<file path="config.mk">
export PLATFORM = sky130hd
export DESIGN_NAME = serial_io_controller_flat
export DESIGN_NICKNAME = d
export VERILOG_FILES = /design/src/rtl/serial_io_controller_if.sv /design/src/rtl/serial_io_controller.sv /design/src/flat_wrapper.sv
export SDC_FILE = /design/constraint.sdc
export NUM_CORES = 1
export LEC_CHECK = 0
export ABC_AREA = 1
export BUFFER_PORTS_ARGS = -buffer_cell sky130_fd_sc_hd__buf_4
export CAP_MARGIN = 20
export CORE_ASPECT_RATIO = 1.75
export CORE_UTILIZATION = 51
export DETAILED_ROUTE_END_ITERATION = 6
export PLACE_DENSITY = 0.8
export SLEW_MARGIN = 20
export SYNTH_ARGS = -nofsm -noshare
export SYNTH_HDL_FRONTEND = slang
export SYNTH_SLANG_ARGS = --single-unit
</file>
<file path="constraint.sdc">
create_clock -name clk -period 1.85 [get_ports clk]
set_clock_uncertainty 0.2 [all_clocks]
set_input_delay 0 -clock clk [delete_from_list [all_inputs] [get_ports clk]]
set_output_delay 0 -clock clk [all_outputs]
set_load 0.01 [all_outputs]
</file>
<file path="src/rtl/serial_io_controller_if.sv">
// Bundle of memory-side and host-link signals for the serial I/O controller.
// The controller uses the slave modport. The master modport is for whatever drives it, such as data memory or a bench.
interface serial_io_controller_if #(
  parameter int DEPTH_LOG2 = 2
);
  logic [7:0]          mem_wdata_in;
  logic                mem_wren_in;
  logic                mem_rden_in;
  logic [7:0]          mem_rdata_out;
  logic                mem_valid_out;
  logic                mem_ready_out;
  logic [7:0]          tx_data_out;
  logic                tx_valid_out;
  logic                tx_ready_in;
  logic [7:0]          rx_data_in;
  logic                rx_valid_in;
  logic                rx_ready_out;
  logic                clear_flags_in;
  logic [DEPTH_LOG2:0] tx_count_out;
  logic [DEPTH_LOG2:0] rx_count_out;
  logic                tx_overrun_out;
  logic                rx_overrun_out;
  logic                rx_underrun_out;

  modport slave (
    input  mem_wdata_in, mem_wren_in, mem_rden_in, tx_ready_in,
           rx_data_in, rx_valid_in, clear_flags_in,
    output mem_rdata_out, mem_valid_out, mem_ready_out, tx_data_out,
           tx_valid_out, rx_ready_out, tx_count_out, rx_count_out,
           tx_overrun_out, rx_overrun_out, rx_underrun_out
  );

  modport master (
    output mem_wdata_in, mem_wren_in, mem_rden_in, tx_ready_in,
           rx_data_in, rx_valid_in, clear_flags_in,
    input  mem_rdata_out, mem_valid_out, mem_ready_out, tx_data_out,
           tx_valid_out, rx_ready_out, tx_count_out, rx_count_out,
           tx_overrun_out, rx_overrun_out, rx_underrun_out
  );
endinterface

</file>
<file path="src/rtl/serial_io_controller.sv">
// Byte buffering between the memory-stage serial port and a host byte link.
// It has a TX FIFO (CPU to host) and an RX FIFO (host to CPU), plus sticky overrun and underrun flags.

// Handshake rule used throughout: a transfer happens on a rising edge where valid && ready.
// ready and valid come only from registered counts, so a push into a full FIFO is refused even if a pop happens in the same cycle.
module sio_fifo #(
  parameter int DEPTH_LOG2 = 2
) (
  input  logic                clk,
  input  logic                reset,
  input  logic                push,
  input  logic [7:0]          push_data,
  input  logic                pop,
  output logic [7:0]          head,
  output logic                valid,
  output logic                ready,
  output logic [DEPTH_LOG2:0] count
);
  localparam int DEPTH = 1 << DEPTH_LOG2;
  localparam logic [DEPTH_LOG2:0] FULL_COUNT = (DEPTH_LOG2 + 1)'(DEPTH);

  logic [7:0]            storage [DEPTH];
  logic [DEPTH_LOG2-1:0] wr_ptr;
  logic [DEPTH_LOG2-1:0] rd_ptr;
  logic [DEPTH_LOG2:0]   cnt;
  logic                  push_ok;
  logic                  pop_ok;

  assign valid   = (cnt != '0);
  assign ready   = (cnt != FULL_COUNT);
  assign push_ok = push && ready;
  assign pop_ok  = pop && valid;
  assign count   = cnt;
  assign head    = valid ? storage[rd_ptr] : 8'h00;

  always_ff @(posedge clk) begin
    if (!reset && push_ok) begin
      storage[wr_ptr] <= push_data;
    end
  end

  always_ff @(posedge clk) begin
    if (reset) begin
      wr_ptr <= '0;
      rd_ptr <= '0;
      cnt    <= '0;
    end else begin
      if (push_ok) wr_ptr <= wr_ptr + 1'b1;
      if (pop_ok)  rd_ptr <= rd_ptr + 1'b1;
      case ({push_ok, pop_ok})
        2'b10:   cnt <= cnt + 1'b1;
        2'b01:   cnt <= cnt - 1'b1;
        default: cnt <= cnt;
      endcase
    end
  end
endmodule

module serial_io_controller #(
  parameter int DEPTH_LOG2 = 2
) (
  input logic clk,
  input logic reset,
  serial_io_controller_if.slave bus
);
  logic tx_overrun_q;
  logic rx_overrun_q;
  logic rx_underrun_q;
  logic tx_overrun_set;
  logic rx_overrun_set;
  logic rx_underrun_set;

  sio_fifo #(.DEPTH_LOG2(DEPTH_LOG2)) u_tx_fifo (
    .clk       (clk),
    .reset     (reset),
    .push      (bus.mem_wren_in),
    .push_data (bus.mem_wdata_in),
    .pop       (bus.tx_ready_in),
    .head      (bus.tx_data_out),
    .valid     (bus.tx_valid_out),
    .ready     (bus.mem_ready_out),
    .count     (bus.tx_count_out)
  );

  sio_fifo #(.DEPTH_LOG2(DEPTH_LOG2)) u_rx_fifo (
    .clk       (clk),
    .reset     (reset),
    .push      (bus.rx_valid_in),
    .push_data (bus.rx_data_in),
    .pop       (bus.mem_rden_in),
    .head      (bus.mem_rdata_out),
    .valid     (bus.mem_valid_out),
    .ready     (bus.rx_ready_out),
    .count     (bus.rx_count_out)
  );

  assign tx_overrun_set  = bus.mem_wren_in && !bus.mem_ready_out;
  assign rx_overrun_set  = bus.rx_valid_in && !bus.rx_ready_out;
  assign rx_underrun_set = bus.mem_rden_in && !bus.mem_valid_out;

  // If a set event and a clear arrive in the same cycle, the set wins so the event is not lost.
  always_ff @(posedge clk) begin
    if (reset) begin
      tx_overrun_q  <= 1'b0;
      rx_overrun_q  <= 1'b0;
      rx_underrun_q <= 1'b0;
    end else begin
      if (tx_overrun_set)           tx_overrun_q  <= 1'b1;
      else if (bus.clear_flags_in)  tx_overrun_q  <= 1'b0;
      if (rx_overrun_set)           rx_overrun_q  <= 1'b1;
      else if (bus.clear_flags_in)  rx_overrun_q  <= 1'b0;
      if (rx_underrun_set)          rx_underrun_q <= 1'b1;
      else if (bus.clear_flags_in)  rx_underrun_q <= 1'b0;
    end
  end

  assign bus.tx_overrun_out  = tx_overrun_q;
  assign bus.rx_overrun_out  = rx_overrun_q;
  assign bus.rx_underrun_out = rx_underrun_q;
endmodule

</file>
<file path="src/flat_wrapper.sv">
// flat-port wrapper written by rule: the top's interface ports become plain ports
module serial_io_controller_flat 
#(
  parameter int DEPTH_LOG2 = 2
)
  (clk, reset, bus_mem_wdata_in, bus_mem_wren_in, bus_mem_rden_in, bus_tx_ready_in, bus_rx_data_in, bus_rx_valid_in, bus_clear_flags_in, bus_mem_rdata_out, bus_mem_valid_out, bus_mem_ready_out, bus_tx_data_out, bus_tx_valid_out, bus_rx_ready_out, bus_tx_count_out, bus_rx_count_out, bus_tx_overrun_out, bus_rx_overrun_out, bus_rx_underrun_out);
  serial_io_controller_if #(.DEPTH_LOG2(DEPTH_LOG2)) bus_i ();
  input logic clk;
  input logic reset;
  input wire logic [$bits(bus_i.mem_wdata_in)-1:0] bus_mem_wdata_in;
  input wire logic [$bits(bus_i.mem_wren_in)-1:0] bus_mem_wren_in;
  input wire logic [$bits(bus_i.mem_rden_in)-1:0] bus_mem_rden_in;
  input wire logic [$bits(bus_i.tx_ready_in)-1:0] bus_tx_ready_in;
  input wire logic [$bits(bus_i.rx_data_in)-1:0] bus_rx_data_in;
  input wire logic [$bits(bus_i.rx_valid_in)-1:0] bus_rx_valid_in;
  input wire logic [$bits(bus_i.clear_flags_in)-1:0] bus_clear_flags_in;
  output wire logic [$bits(bus_i.mem_rdata_out)-1:0] bus_mem_rdata_out;
  output wire logic [$bits(bus_i.mem_valid_out)-1:0] bus_mem_valid_out;
  output wire logic [$bits(bus_i.mem_ready_out)-1:0] bus_mem_ready_out;
  output wire logic [$bits(bus_i.tx_data_out)-1:0] bus_tx_data_out;
  output wire logic [$bits(bus_i.tx_valid_out)-1:0] bus_tx_valid_out;
  output wire logic [$bits(bus_i.rx_ready_out)-1:0] bus_rx_ready_out;
  output wire logic [$bits(bus_i.tx_count_out)-1:0] bus_tx_count_out;
  output wire logic [$bits(bus_i.rx_count_out)-1:0] bus_rx_count_out;
  output wire logic [$bits(bus_i.tx_overrun_out)-1:0] bus_tx_overrun_out;
  output wire logic [$bits(bus_i.rx_overrun_out)-1:0] bus_rx_overrun_out;
  output wire logic [$bits(bus_i.rx_underrun_out)-1:0] bus_rx_underrun_out;
  assign bus_i.mem_wdata_in = bus_mem_wdata_in;
  assign bus_i.mem_wren_in = bus_mem_wren_in;
  assign bus_i.mem_rden_in = bus_mem_rden_in;
  assign bus_i.tx_ready_in = bus_tx_ready_in;
  assign bus_i.rx_data_in = bus_rx_data_in;
  assign bus_i.rx_valid_in = bus_rx_valid_in;
  assign bus_i.clear_flags_in = bus_clear_flags_in;
  assign bus_mem_rdata_out = bus_i.mem_rdata_out;
  assign bus_mem_valid_out = bus_i.mem_valid_out;
  assign bus_mem_ready_out = bus_i.mem_ready_out;
  assign bus_tx_data_out = bus_i.tx_data_out;
  assign bus_tx_valid_out = bus_i.tx_valid_out;
  assign bus_rx_ready_out = bus_i.rx_ready_out;
  assign bus_tx_count_out = bus_i.tx_count_out;
  assign bus_rx_count_out = bus_i.rx_count_out;
  assign bus_tx_overrun_out = bus_i.tx_overrun_out;
  assign bus_rx_overrun_out = bus_i.rx_overrun_out;
  assign bus_rx_underrun_out = bus_i.rx_underrun_out;
  serial_io_controller #(.DEPTH_LOG2(DEPTH_LOG2)) u_core (.clk(clk), .reset(reset), .bus(bus_i));
endmodule
</file>
==> results list <==
* Status: complete, but fails checks
- The checks that failed: setup timing.
- Power per cell area: 1440 mW/mm²
* Global-route wire length before repair: 12,000 µm
- Maximum achievable frequency: 520 MHz
- Startpoint of the worst register-to-register path: u_core.u_rx_fifo.count[0]
* Placer's final routability congestion estimate: 0.794
- Largest net degree at the start of global routing: 18
- The final number of hold-violating endpoints was 0.
* Final std cell area, no fill: 0.00491 mm²
* Layout overhead on the synthesized area: 35.5%
- Post-synthesis cell count: 349
- Sort of element at the start of the critical path: flip-flop
- Routed wire per std cell: 14.8 µm
- Number of buffers on the longest clock path: 2
* Number of warnings reported in the yosys synthesis log: 0
- Global-route total usage across every layer: 0.221
- Via count of the routed design: 2,758
- Timing analysis after detailed placement gives a worst setup slack of -53.2 ps.
* Number of design rule violations left after detail routing: 0
* Capturing point of the worst reg2reg path: u_core.u_rx_fifo.count[2]
- Height of the chip: 114 µm
* Worst setup slack for register-to-register paths: -70 ps
- Capturing element type of the critical path: flip-flop
* CTS H-Tree Depth: 3
- In the final timing run, aggregate negative setup slack is -96.4 ps.
- Initial Utilization: 0.529
- Detailed placement ended at an HPWL of 5090 µm.
- The count of final max-slew check failures is 0.
- The number of global-route vias before repair is 2,668.
- Lkg Pwr: 2.00 nW
* Wire length after detailed routing: 7990 µm
- Dividing the final minimum period by the clock period gives 1.04.
* Number of antenna violations at the first check in global routing: 0
* First drt pass iteration count: 4
* Total I/O pin count: 52
* Hold Path Depth: 2
- Ant diodes: 0
- Master cell of the clock root buffer: clkbuf_16
* Setup slack of the critical path after layout: -72.4 ps
* Largest fanout on the critical path: 4
* Clock tree from TritonCTS: yes
- Syn Std Cell Area: 0.00362 mm²
- Finished Core Util: 0.716
* Clock sink total: 85
- For this run, the post-layout net count is 485.
- Row Count: 40
- Port Buffer Count: 51
* Worst slew margin relative to its limit: 0.800
- In this run the remaining antenna-violating nets after routing total 0.
- Counting every net in the synthesized netlist gives 384.
* First-iteration detailed-routing DRC count: 142
- Setup violations remaining at the end of the flow were counted as 2.
* Worst skew pair latency: 330 ps
- DIE AREA: 0.00746 mm²
* Area after DPL: 0.00419 mm²
- The worst register-to-register path has a depth of 12.
* Horiz. Die Dim: 65.7 µm
- At the pin with the least slew margin, the transition time is 299 ps.
- In this run the worst hold path is classified as primary input to flip-flop.
- The library cell used most frequently in the layout, excluding fill and tap cells, is nor2_1.
- RSZ-0062 raised after global routing: yes
- Overall overflow remaining after global route: 0
* Synth unique cells: 22
- Classification of the worst setup path: flip-flop to flip-flop
- CTS clk-pin slew, worst paths: 60 ps
- The total area inside the core boundary comes to 0.00686 mm².
- Hold path startpoint: bus_rx_data_in[4]
- Minimum clock period after layout: 1920 ps
- STA puts the critical path data arrival time at 1940 ps.
- Each instance of the synthesized netlist takes up on average 10.4 µm².
* Hold slack: 214 ps
- Routed via count divided by cell count: 5.12
* Required time of the worst setup path: 1870 ps
* Seq/Total Area, Yosys: 0.646
- Maxcap violations: 0
- Share of layout cells above drive strength 1: 0.286
- Synthesis inferred 85 register bits.
- Top library cells by usage in the layout, fill and taps aside: nor2_1 (89), buf_4 (76), edfxtp_1 (64)
- Maximum VDD drop: 1.05 mV
- End of the worst hold path: u_core.u_rx_fifo.storage[1][4]
- Clock buffers created by TritonCTS: 9
## state kept, by name, indices dropped and copies added (netlist names), named ones only
| signal | count |
|---|---|
| u_core.bus.rx_overrun_out | 1 |
| u_core.bus.rx_underrun_out | 1 |
| u_core.bus.tx_overrun_out | 1 |
| u_core.u_rx_fifo.count | 3 |
| u_core.u_rx_fifo.rd_ptr | 2 |
| u_core.u_rx_fifo.storage | 32 |
| u_core.u_rx_fifo.wr_ptr | 2 |
| u_core.u_tx_fifo.count | 3 |
| u_core.u_tx_fifo.rd_ptr | 2 |
| u_core.u_tx_fifo.storage | 32 |
| u_core.u_tx_fifo.wr_ptr | 2 |
## layer usage
layer  track usage  part of all wire
met5             0                 0
met4         0.117             0.022
met3        0.0490             0.034
met2         0.424              0.58
met1         0.205              0.37
## metrics by stage
step / total power [mW] / std cells
floorplan: 3.71 / 349
global placement: 4.57 / 493
detailed placement: 4.63 / 493
CTS: 6.94 / 538
global route: 7.38 / 539
finish: 7.05 / 539
## final cells by class
class / count / area, µm²
Inverter: 42 / 164
Timing Repair Buffer: 99 / 801
Clock buffer: 13 / 270
Sequential cell: 85 / 2360
Multi-Input combinational cell: 213 / 1120
Fill cell: 466 / 1950
Tap cell: 84 / 105
Clock inverter: 3 / 90.1
## worst max-delay path, stage by stage, from the launching register on
cell     delay, ps
dfxtp_4        360
nor2_4         170
a21oi_2         90
inv_2           70
ha_4           140
inv_2           50
fa_2           380
inv_2           80
nand2_2         60
nand3_2         80
nand2_1         50
nand2_1         50
nor2_1          40
## synth_stat cells
master | n | area share
nor2_1 | 90 | 0.093
edfxtp_1 | 64 | 0.53
inv_1 | 36 | 0.037
nand2_1 | 32 | 0.033
o21ai_0 | 32 | 0.044
a21oi_1 | 25 | 0.035
dfxtp_1 | 21 | 0.12
ha_1 | 10 | 0.035
nand3_1 | 10 | 0.014
buf_6 | 4 | 0.012
o21ai_1 | 4 | 0.0055
inv_2 | 3 | 0.0031
a21oi_2 | 2 | 0.0048
buf_2 | 2 | 0.0028
clkbuf_2 | 2 | 0.0028
fa_1 | 2 | 0.011
inv_4 | 2 | 0.0035
nand2_2 | 2 | 0.0035
nand3b_1 | 2 | 0.0041
nor2_4 | 2 | 0.0062
buf_4 | 1 | 0.0021
clkinv_2 | 1 | 0.0014
## timing repair
item                       in CTS  in global routing
pin swaps                       9                 12
setup buffers                   6                  1
setup endpoints to repair       2                  4
hold buffers                   23                  0
hold endpoints to repair       81                  0
resized for setup              13                 14
gates cloned                    0                  0
## kinds of logic (layout without fill, tap and decap cells)
| group | after synthesis | in the layout | share of synthesized area |
|---|---|---|---|
| simple gates | 138 | 138 | 0.154 |
| compound gates | 63 | 63 | 0.0891 |
| fa+ha+maj | 12 | 12 | 0.0456 |
| flops | 85 | 85 | 0.646 |
| buf+inv | 51 | 157 | 0.0652 |
## power breakdown
group / internal, mW / total (mW) / switching, mW
sequential: 2.28 / 2.41 / 0.130
combinational: 1.12 / 2.54 / 1.42
clock: 1.43 / 2.10 / 0.673
total: 4.82 / 7.05 / 2.23
## worst max path at each step
stage | slack (ps) | startpoint | endpoint | depth (start not counted)
after floorplan | 5 | u_core.u_tx_fifo.count[0] | u_core.u_tx_fifo.count[2] | 13
after global placement | 20 | u_core.u_rx_fifo.count[0] | u_core.u_rx_fifo.count[2] | 12
after detailed placement | -50 | u_core.u_rx_fifo.count[0] | u_core.u_rx_fifo.count[2] | 12
after CTS | -30 | u_core.u_tx_fifo.count[1] | u_core.u_tx_fifo.count[2] | 12
after global routing | -140 | u_core.u_rx_fifo.count[0] | u_core.u_rx_fifo.count[2] | 12
final | -70 | u_core.u_rx_fifo.count[0] | u_core.u_rx_fifo.count[2] | 12
No activity file was read; power rests on OpenSTA's default activity.
